**src/rtl/sync_ff_bank.sv**
```systemverilog
// Edge-triggered WIDTH-bit storage bank with run-time D/SR/JK/T mode; optional change counter via SYNC_FF_BANK_CHG_CNT_EN.
// Latency: one cycle from a_i/b_i/en_i to q_o; a mode handshake edge plus one HOLD cycle freeze q_o.
// Backpressure: cfg_ready_o drops for the HOLD cycle after a mode handshake; cfg_valid_i is ignored while it is low.
module sync_ff_bank #(
  parameter int               WIDTH     = 8,
  parameter logic [WIDTH-1:0] RESET_VAL = '0
) (
  input  logic             clk,
  input  logic             rst,
  input  logic             en_i,
  input  logic [WIDTH-1:0] a_i,
  input  logic [WIDTH-1:0] b_i,
  input  logic             cfg_valid_i,
  input  logic [1:0]       cfg_mode_i,
  output logic             cfg_ready_o,
  output logic [1:0]       mode_o,
  output logic [WIDTH-1:0] q_o,
  output logic [WIDTH-1:0] qn_o,
  output logic             err_o,
  output logic [WIDTH-1:0] err_bits_o,
  input  logic             clr_err_i,
  output logic [15:0]      chg_cnt_o
);

  localparam logic [1:0] MODE_D  = 2'b00;
  localparam logic [1:0] MODE_SR = 2'b01;
  localparam logic [1:0] MODE_JK = 2'b10;
  localparam logic [1:0] MODE_T  = 2'b11;

  typedef enum logic {
    ST_RUN  = 1'b0,
    ST_HOLD = 1'b1
  } state_t;

  state_t           state;
  logic             upd;
  logic [WIDTH-1:0] q_mode_nxt;
  logic [WIDTH-1:0] q_nxt;
  logic [WIDTH-1:0] err_set;

  // An enabled update only happens in RUN when no handshake is taking the edge.
  assign upd = (state == ST_RUN) && !cfg_valid_i && en_i;

  // Per-mode next state for every bit, written as bitwise equations.
  always_comb begin
    q_mode_nxt = q_o;
    case (mode_o)
      MODE_D:  q_mode_nxt = a_i;
      // Set on S&~R, clear on ~S&R, otherwise (including S=R=1) keep.
      MODE_SR: q_mode_nxt = (a_i & ~b_i) | (q_o & ~(a_i ^ b_i));
      MODE_JK: q_mode_nxt = (a_i & ~q_o) | (~b_i & q_o);
      MODE_T:  q_mode_nxt = q_o ^ a_i;
      default: q_mode_nxt = q_o;
    endcase
  end

  assign q_nxt   = upd ? q_mode_nxt : q_o;
  assign err_set = (upd && (mode_o == MODE_SR)) ? (a_i & b_i) : '0;
  assign qn_o    = ~q_o;

  // Mode FSM plus storage: a handshake claims the edge, then one HOLD cycle.
  always_ff @(posedge clk) begin
    if (rst) begin
      state       <= ST_RUN;
      cfg_ready_o <= 1'b1;
      mode_o      <= MODE_D;
      q_o         <= RESET_VAL;
    end else begin
      case (state)
        ST_RUN: begin
          if (cfg_valid_i) begin
            mode_o      <= cfg_mode_i;
            state       <= ST_HOLD;
            cfg_ready_o <= 1'b0;
          end else begin
            q_o <= q_nxt;
          end
        end
        ST_HOLD: begin
          state       <= ST_RUN;
          cfg_ready_o <= 1'b1;
        end
        default: begin
          state       <= ST_RUN;
          cfg_ready_o <= 1'b1;
        end
      endcase
    end
  end

  // Sticky SR-invalid flags; a clear drops old bits but keeps the ones set this cycle.
  always_ff @(posedge clk) begin
    if (rst) begin
      err_o      <= 1'b0;
      err_bits_o <= '0;
    end else if (clr_err_i) begin
      err_o      <= |err_set;
      err_bits_o <= err_set;
    end else begin
      err_o      <= err_o | (|err_set);
      err_bits_o <= err_bits_o | err_set;
    end
  end

`ifdef SYNC_FF_BANK_CHG_CNT_EN
  logic [15:0] chg_cnt_r;

  // Saturating count of edges on which q_o takes a different value.
  always_ff @(posedge clk) begin
    if (rst) begin
      chg_cnt_r <= '0;
    end else if ((q_nxt != q_o) && (chg_cnt_r != 16'hFFFF)) begin
      chg_cnt_r <= chg_cnt_r + 16'd1;
    end
  end

  assign chg_cnt_o = chg_cnt_r;
`else
  assign chg_cnt_o = 16'd0;
`endif

endmodule
```
**config.mk**
```make
export PLATFORM = sky130hd
export DESIGN_NAME = sync_ff_bank
export DESIGN_NICKNAME = d
export VERILOG_FILES = /design/src/rtl/sync_ff_bank.sv
export SDC_FILE = /design/constraint.sdc
export NUM_CORES = 1
export LEC_CHECK = 0
export BUFFER_PORTS_ARGS = -buffer_cell sky130_fd_sc_hd__buf_2
export CAP_MARGIN = 0
export CORE_UTILIZATION = 51
export CTS_CLUSTER_DIAMETER = 60
export DETAILED_ROUTE_END_ITERATION = 10
export PLACE_DENSITY = 0.92
export SYNTH_ARGS = -nofsm -noshare
export SYNTH_HDL_FRONTEND = slang
export SYNTH_SLANG_ARGS = --single-unit
```
**constraint.sdc**
```tcl
create_clock -name clk -period 2.7 [get_ports clk]
set_input_delay 0.27 -clock clk [delete_from_list [all_inputs] [get_ports clk]]
set_output_delay 0.27 -clock clk [all_outputs]
set_load 0.01 [all_outputs]
```
Yosys cells after proc, flatten, opt, wreduce, memory -nomap -nowiden
Index checks and enable logic that the tools add are counted.
{ "word_totals": {"register_bits": 21, "latch_bits": 0, "ramBits": 0, "mem_bits_ro": 0, "output_inout_bits": 44, "n_memories": 0} }
{ "classes": {"addsub": 0, "n_mul": 0, "n_div": 0, "order_cmp": 0, "n_eq_ne": 4, "n_shift": 0, "muxes": 8, "bitwise": 16, "reduce_logical": 8} }
{ "op_table": {"columns": ["op", "n"], "rows": [
  ["$and A8 B8 Y8", 5],
  ["$pmux W8 S4", 1],
  ["$not A8 Y8", 3],
  ["$or A8 B8 Y8", 3],
  ["$mux W8", 2],
  ["$xor A8 B8 Y8", 2],
  ["$reduce_or A8 Y1", 1],
  ["$eq A2 B2 Y1 const B", 2],
  ["$pmux W1 S2", 2],
  ["$logic_and A1 B1 Y1", 3],
  ["$mux W1", 3],
  ["$reduce_and A3 Y1", 1],
  ["$eq A2 B1 Y1 const B", 1],
  ["$logic_not A2 Y1", 1],
  ["$ne A2 B2 Y1 const B", 1],
  ["$not A1 Y1", 2],
  ["$reduce_and A2 Y1", 1],
  ["$logic_not A1 Y1", 1],
  ["$or A1 B1 Y1", 1]
]} }

Depth between registers and ports, before layout
{ "depth": {"word_depth": 8, "mapped_depth": 6} }

Worst setup path before layout
OpenSTA, ideal clock, no wires.
{ "synth_path": {"path_type": "reg-to-reg", "from": "register state", "to": "register q_o[6]", "setup_ns": 0.135, "arrival_time_ns": 1.161, "path_slack_ns": 1.404, "stages_incl_launch_ff": 6, "path_buffers": 2, "period_less_slack_ns": 1.296, "path_cell_list": "dfxtp_1 > or3b_1 > buf_6 > buf_6 > nor3_1 > a211oi_1"} }
{ "synth_via": {"elab_chain_len": 4} }
{ "synth_rtl": {"columns": ["item", "line", "text"], "rows": [
  ["from (decl)", "35", "state_t state;"],
  ["from (signal assigned)", "64", "state <= ST_RUN;"],
  ["from (signal assigned)", "73", "state <= ST_HOLD;"],
  ["from (signal assigned)", "80", "state <= ST_RUN;"],
  ["$not A1 Y1 (no line) (*)", null, null],
  ["$logic_and A1 B1 Y1 (2 in a row)", "42", "assign upd = (state == ST_RUN) && !cfg_valid_i && en_i;"],
  ["$reduce_and A3 Y1 (no line) (*)", null, null],
  ["to (signal assigned)", "76", "q_o <= q_nxt;"],
  ["to (decl)", "17", "output logic [WIDTH-1:0] q_o,"]
]} }
Mark *: on every way between the ends. The rest lies on a longest branch, timed or not.
A chain may end at the register's enable or synchronous reset.

Final worst setup path
{ "layout_path": {"from": "register mode_o[0]", "to": "register err_bits_o[7]"} }
{ "layout_via": {"elab_chain_len": 5} }
{ "layout_rtl": {"columns": ["item", "line", "text"], "rows": [
  ["from (decl)", "16", "output logic [1:0] mode_o,"],
  ["from (signal assigned)", "72", "mode_o <= cfg_mode_i;"],
  ["$eq A2 B1 Y1 (*)", "58", "assign err_set = (upd && (mode_o == MODE_SR)) ? (a_i & b_i) : '0;"],
  ["$logic_and A1 B1 Y1 (*)", "58", null],
  ["$mux W8 (*)", "58", null],
  ["$or A8 B8 Y8", "101", "err_bits_o <= err_bits_o | err_set;"],
  ["$mux W8 (*)", "96", "end else if (clr_err_i) begin"],
  ["to (signal assigned)", "98", "err_bits_o <= err_set;"],
  ["to (signal assigned)", "101", null],
  ["to (decl)", "20", "output logic [WIDTH-1:0] err_bits_o,"]
]} }
Marked as above.

==> summary by stage <==
Outcome
The flow ran to the end, but the final reports show violations. The checks that failed: DRC.

Floorplan
The width of the die is 57.5 um. The region available for standard cell placement spans 2830 um^2. The overall die area is 3310 um^2. The initial utilization of the core area, before any placement, comes to around 56%. The number of I/O pins is 67. The initialized floorplan defines 19 standard-cell rows.

The die height is between 50 and 60 um.

Timing
Setup repair after global routing left no endpoint under its margin. The total count of max-transition violations in the final report came to 0. Setup violations remaining at the end of the flow were counted as 0. The share of the clock period used by the worst path is roughly 70%.

The hold violation total from the final report is 0. The final-layout setup total negative slack is 0 ps. The maximum frequency from static timing analysis is 532 MHz. The time the final worst path needs with I/O delays and setup is 1880 ps. The slew of the pin with the lowest slew margin is between 600 and 700 ps. In this run the tightest slew margin relative to its limit is approximately 54%. Across the routed clock network, the largest skew measured is approximately 7.3 ps.

Route
The detailed-route vias per instance is 5.27. In this run the remaining antenna-violating nets after routing total 0. Wires add up to 3.28 mm.

Dividing the detail-routed wire length by the instance count gives about 12 um. The vias after detailed routing is 1,427. In the routed design, unresolved DRC markers number 6. The number of DRC markers in iteration 0 is 48. The first detailed-routing pass ran for 7 iterations.

Clock tree
The clock transition at the register clock pins on the worst setup and hold paths after CTS is roughly 130 ps. The number of buffers inserted by post-CTS setup repair is 0. The clock reaches the later pin of the worst-skew pair after around 320 ps.

The maximum clock insertion buffer count is 2. In this run, post-CTS repair resized a total of 0 instances. In this run the number of H-tree levels came out at 1. For this design, the sink count on the clock tree is 21. The number of buffers inserted for hold repair after clock tree synthesis is 0.

TritonCTS built the clock tree. The clock buffer count from CTS is 3. In this run the clock root is driven by a sky130_fd_sc_hd__clkbuf_4.

Logic synthesis
Sequential elements use between 20% and 30% of the synthesized area. In this run the mean area of a mapped cell was around 8 um^2. The synthesized-area fraction occupied by and/or/nand/nor cells is a little under 20%.

The synthesized instance count is 197. The synthesized netlist occupies a cell area of roughly 1600 um^2. The number of warnings issued by yosys is 0.

The fraction of synthesized area in multiplexers is under 10%. After synthesis, the cell types taking the most area are sky130_fd_sc_hd__dfxtp_1, sky130_fd_sc_hd__ha_1, sky130_fd_sc_hd__a21oi_1, sky130_fd_sc_hd__buf_4, sky130_fd_sc_hd__inv_1. After synthesis, the largest area contributor takes up a little over a quarter of total cell area. The cell type with the highest aggregate area in the netlist is sky130_fd_sc_hd__dfxtp_1. Of the total synthesized cell area, the portion taken by full adders, half adders and majority gates is around 13%.

The area share of xor/xnor cells in the synthesized design is 0%. The synthesized design contains 21 register bits. By area, the combinational part of the netlist is dominated by compound AO/OA/AOI/OAI gates.

The complex-gate fraction of the synthesized area is between 20 and 25%. The synthesized netlist contains 28 unique library cells.

Critical path
The setup path with the least slack is of type reg -> reg. The slowest cell on the critical path is sky130_fd_sc_hd__dfxtp_1. Counting buffers and inverters, the worst setup path is 4 cells deep. The required time at the endpoint of the critical path is ~3000 ps.

The kind of end point of the critical path is a flop. Setup slack on the worst reg-to-reg path comes out at a little over 800 ps. The highest fanout seen on the critical path is 21. The cell family contributing the most delay on the critical path is simple AND/OR/NAND/NOR gates. The kind of launch point of the worst setup path is a flop. The worst flop-to-flop path endpoint is err_bits_o[7]. The start point of the critical path is mode_o[0]. Traced cell by cell, the critical path runs through nor2b_1 > nor2b_4 > a21oi_1 > nor2_1. On the worst path, the slowest cell contributes a delay of 790 ps. The beginning of the worst register-to-register path is mode_o[0]. Following the worst setup path forward leads to its endpoint at err_bits_o[7].

The signal arrival time at the worst endpoint is roughly 2100 ps. The number of buffers and inverters on the critical path is 0. The worst reg-to-reg path cell count is 4.

Final layout
The number of nets in the final layout is 280. The number of antenna diodes in the final layout is 0. The final standard cell count with taps included and fillers excluded is around 270. The final instance area is 1740 um^2.

The layout cell share with drive strength beyond 1 is 27.5%. The layout overhead on the synthesized area is 10.7%.

Global routing
Entering global routing, the biggest net connects 23 pins. The number of global-route vias before repair is between 1,000 and 1,500. The met3 routing resource usage after global routing is around 2.5%.

Global routing used between 20% and 30% of the available met1 tracks. Global routing finished with a remaining overflow of 0. The most utilized layer in the global route result is met2. Global routing used between 20 and 25% of the available tracks across all layers. The number of antenna violations at the first check in global routing is 0. The met2 usage is 33.9%. The first global-routing pass estimated 5.40 mm of wire.

Worst hold path
The worst hold path cell count is 2. In this run the worst hold path is classified as in -> reg.

Place
The instance area after placement is 1710 um^2. The number of buffers added on ports is 50. The HPWL after detailed placement is 2.47 mm. At the end of routability-driven placement, the weighted congestion stood at 0.832. Once placement completed, the tool counted placed cells totaling between 200 and 300.

Power and ir drop
The analysis attributes to cell leakage a power of 0.824 nW. The maximum vdd drop is approximately 330 uV. Dividing total power by cell area gives a power density of ~380 nW/um^2.

Run
The tool flagged a number of max-cap violations equal to 0.
worst min path at each step:
| stage | slack (ps) | start | end |
|---|---|---|---|
| 2_1_floorplan | 340 | rst | state |
| 6_report | 150 | cfg_valid_i | cfg_ready_o |
| 3_3_place_gp | 450 | cfg_ready_o | cfg_ready_o |
| 5_1_grt | 140 | cfg_valid_i | cfg_ready_o |
| 4_1_cts | 150 | cfg_valid_i | cfg_ready_o |
| 3_5_place_dp | 460 | cfg_ready_o | cfg_ready_o |
logic make-up after synthesis:
group / Yosys count
other cells: 1
buf+inv: 46
mux: 3
compound gates: 56
flops: 21
fa+ha+maj: 16
simple gates: 54
cell type report:
type	instances	area [um^2]
fillers	274	1090
multi-input cells	145	925
flip-flops and latches	21	420
repair buffers	51	258
inverters	19	71.3
well taps	31	38.8
clock buffers	3	22.5
clock inverters	1	5.00
registers in the layout, summed over array words and instances (netlist names):
register	flops
mode_o	2
err_o	1
q_o	8
err_bits_o	8
cfg_ready_o	1
state	1
metrics by stage:
step | total power [mW] | hold slack, ps | setup WS (ps) | util, %
after floorplan | 0.466 | 342 | 1400 | -
after global placement | 0.496 | 454 | 972 | 60.5
after detailed placement | 0.501 | 463 | 879 | 60.5
after CTS | 0.655 | 152 | 843 | 61.5
after global routing | 0.694 | 135 | 654 | 61.5
final | 0.655 | 150 | 821 | 61.5
power by group:
part	internal [mW]	switching (mW)	leakage [nW]
Sequential	0.321	0.0165	0.171
Combinational	0.0642	0.0924	0.636
Clock	0.0554	0.105	0.0177
Total	0.441	0.214	0.824
layout by cell type (no fill, tap or decap), drive strengths merged, types with 10 or more instances in the layout:
cell / netlist / routed
nor2b: 12 / 12
ha: 16 / 16
nor2: 15 / 15
dfxtp: 21 / 21
nand2: 10 / 10
a21oi: 28 / 28
o21ai: 14 / 14
conb: 1 / 16
inv: 19 / 19
buf: 25 / 51
Yosys cell counts (all sizes together):
| cell | number |
|---|---|
| a21oi | 28 |
| buf | 25 |
| dfxtp | 21 |
| inv | 19 |
| ha | 16 |
| nor2 | 15 |
| o21ai | 14 |
| nor2b | 12 |
| nand2 | 10 |
| a31o | 6 |
| nand3 | 6 |
| nor4bb | 6 |
| a211oi | 3 |
| o22ai | 3 |
| clkbuf | 2 |
| mux2i | 2 |
| nor4 | 2 |
| a221oi | 1 |
| a31oi | 1 |
| and2b | 1 |
| conb | 1 |
| mux2 | 1 |
| nor3 | 1 |
| or3b | 1 |
routing by layer:
| layer | share of wire, % | wire (um) |
|---|---|---|
| met3 | 6.7 | 218 |
| met1 | 46 | 1500 |
| met4 | 0.43 | 14 |
| met5 | 0 | 0 |
| met2 | 47 | 1540 |
Power figures use the tool's default switching activity.
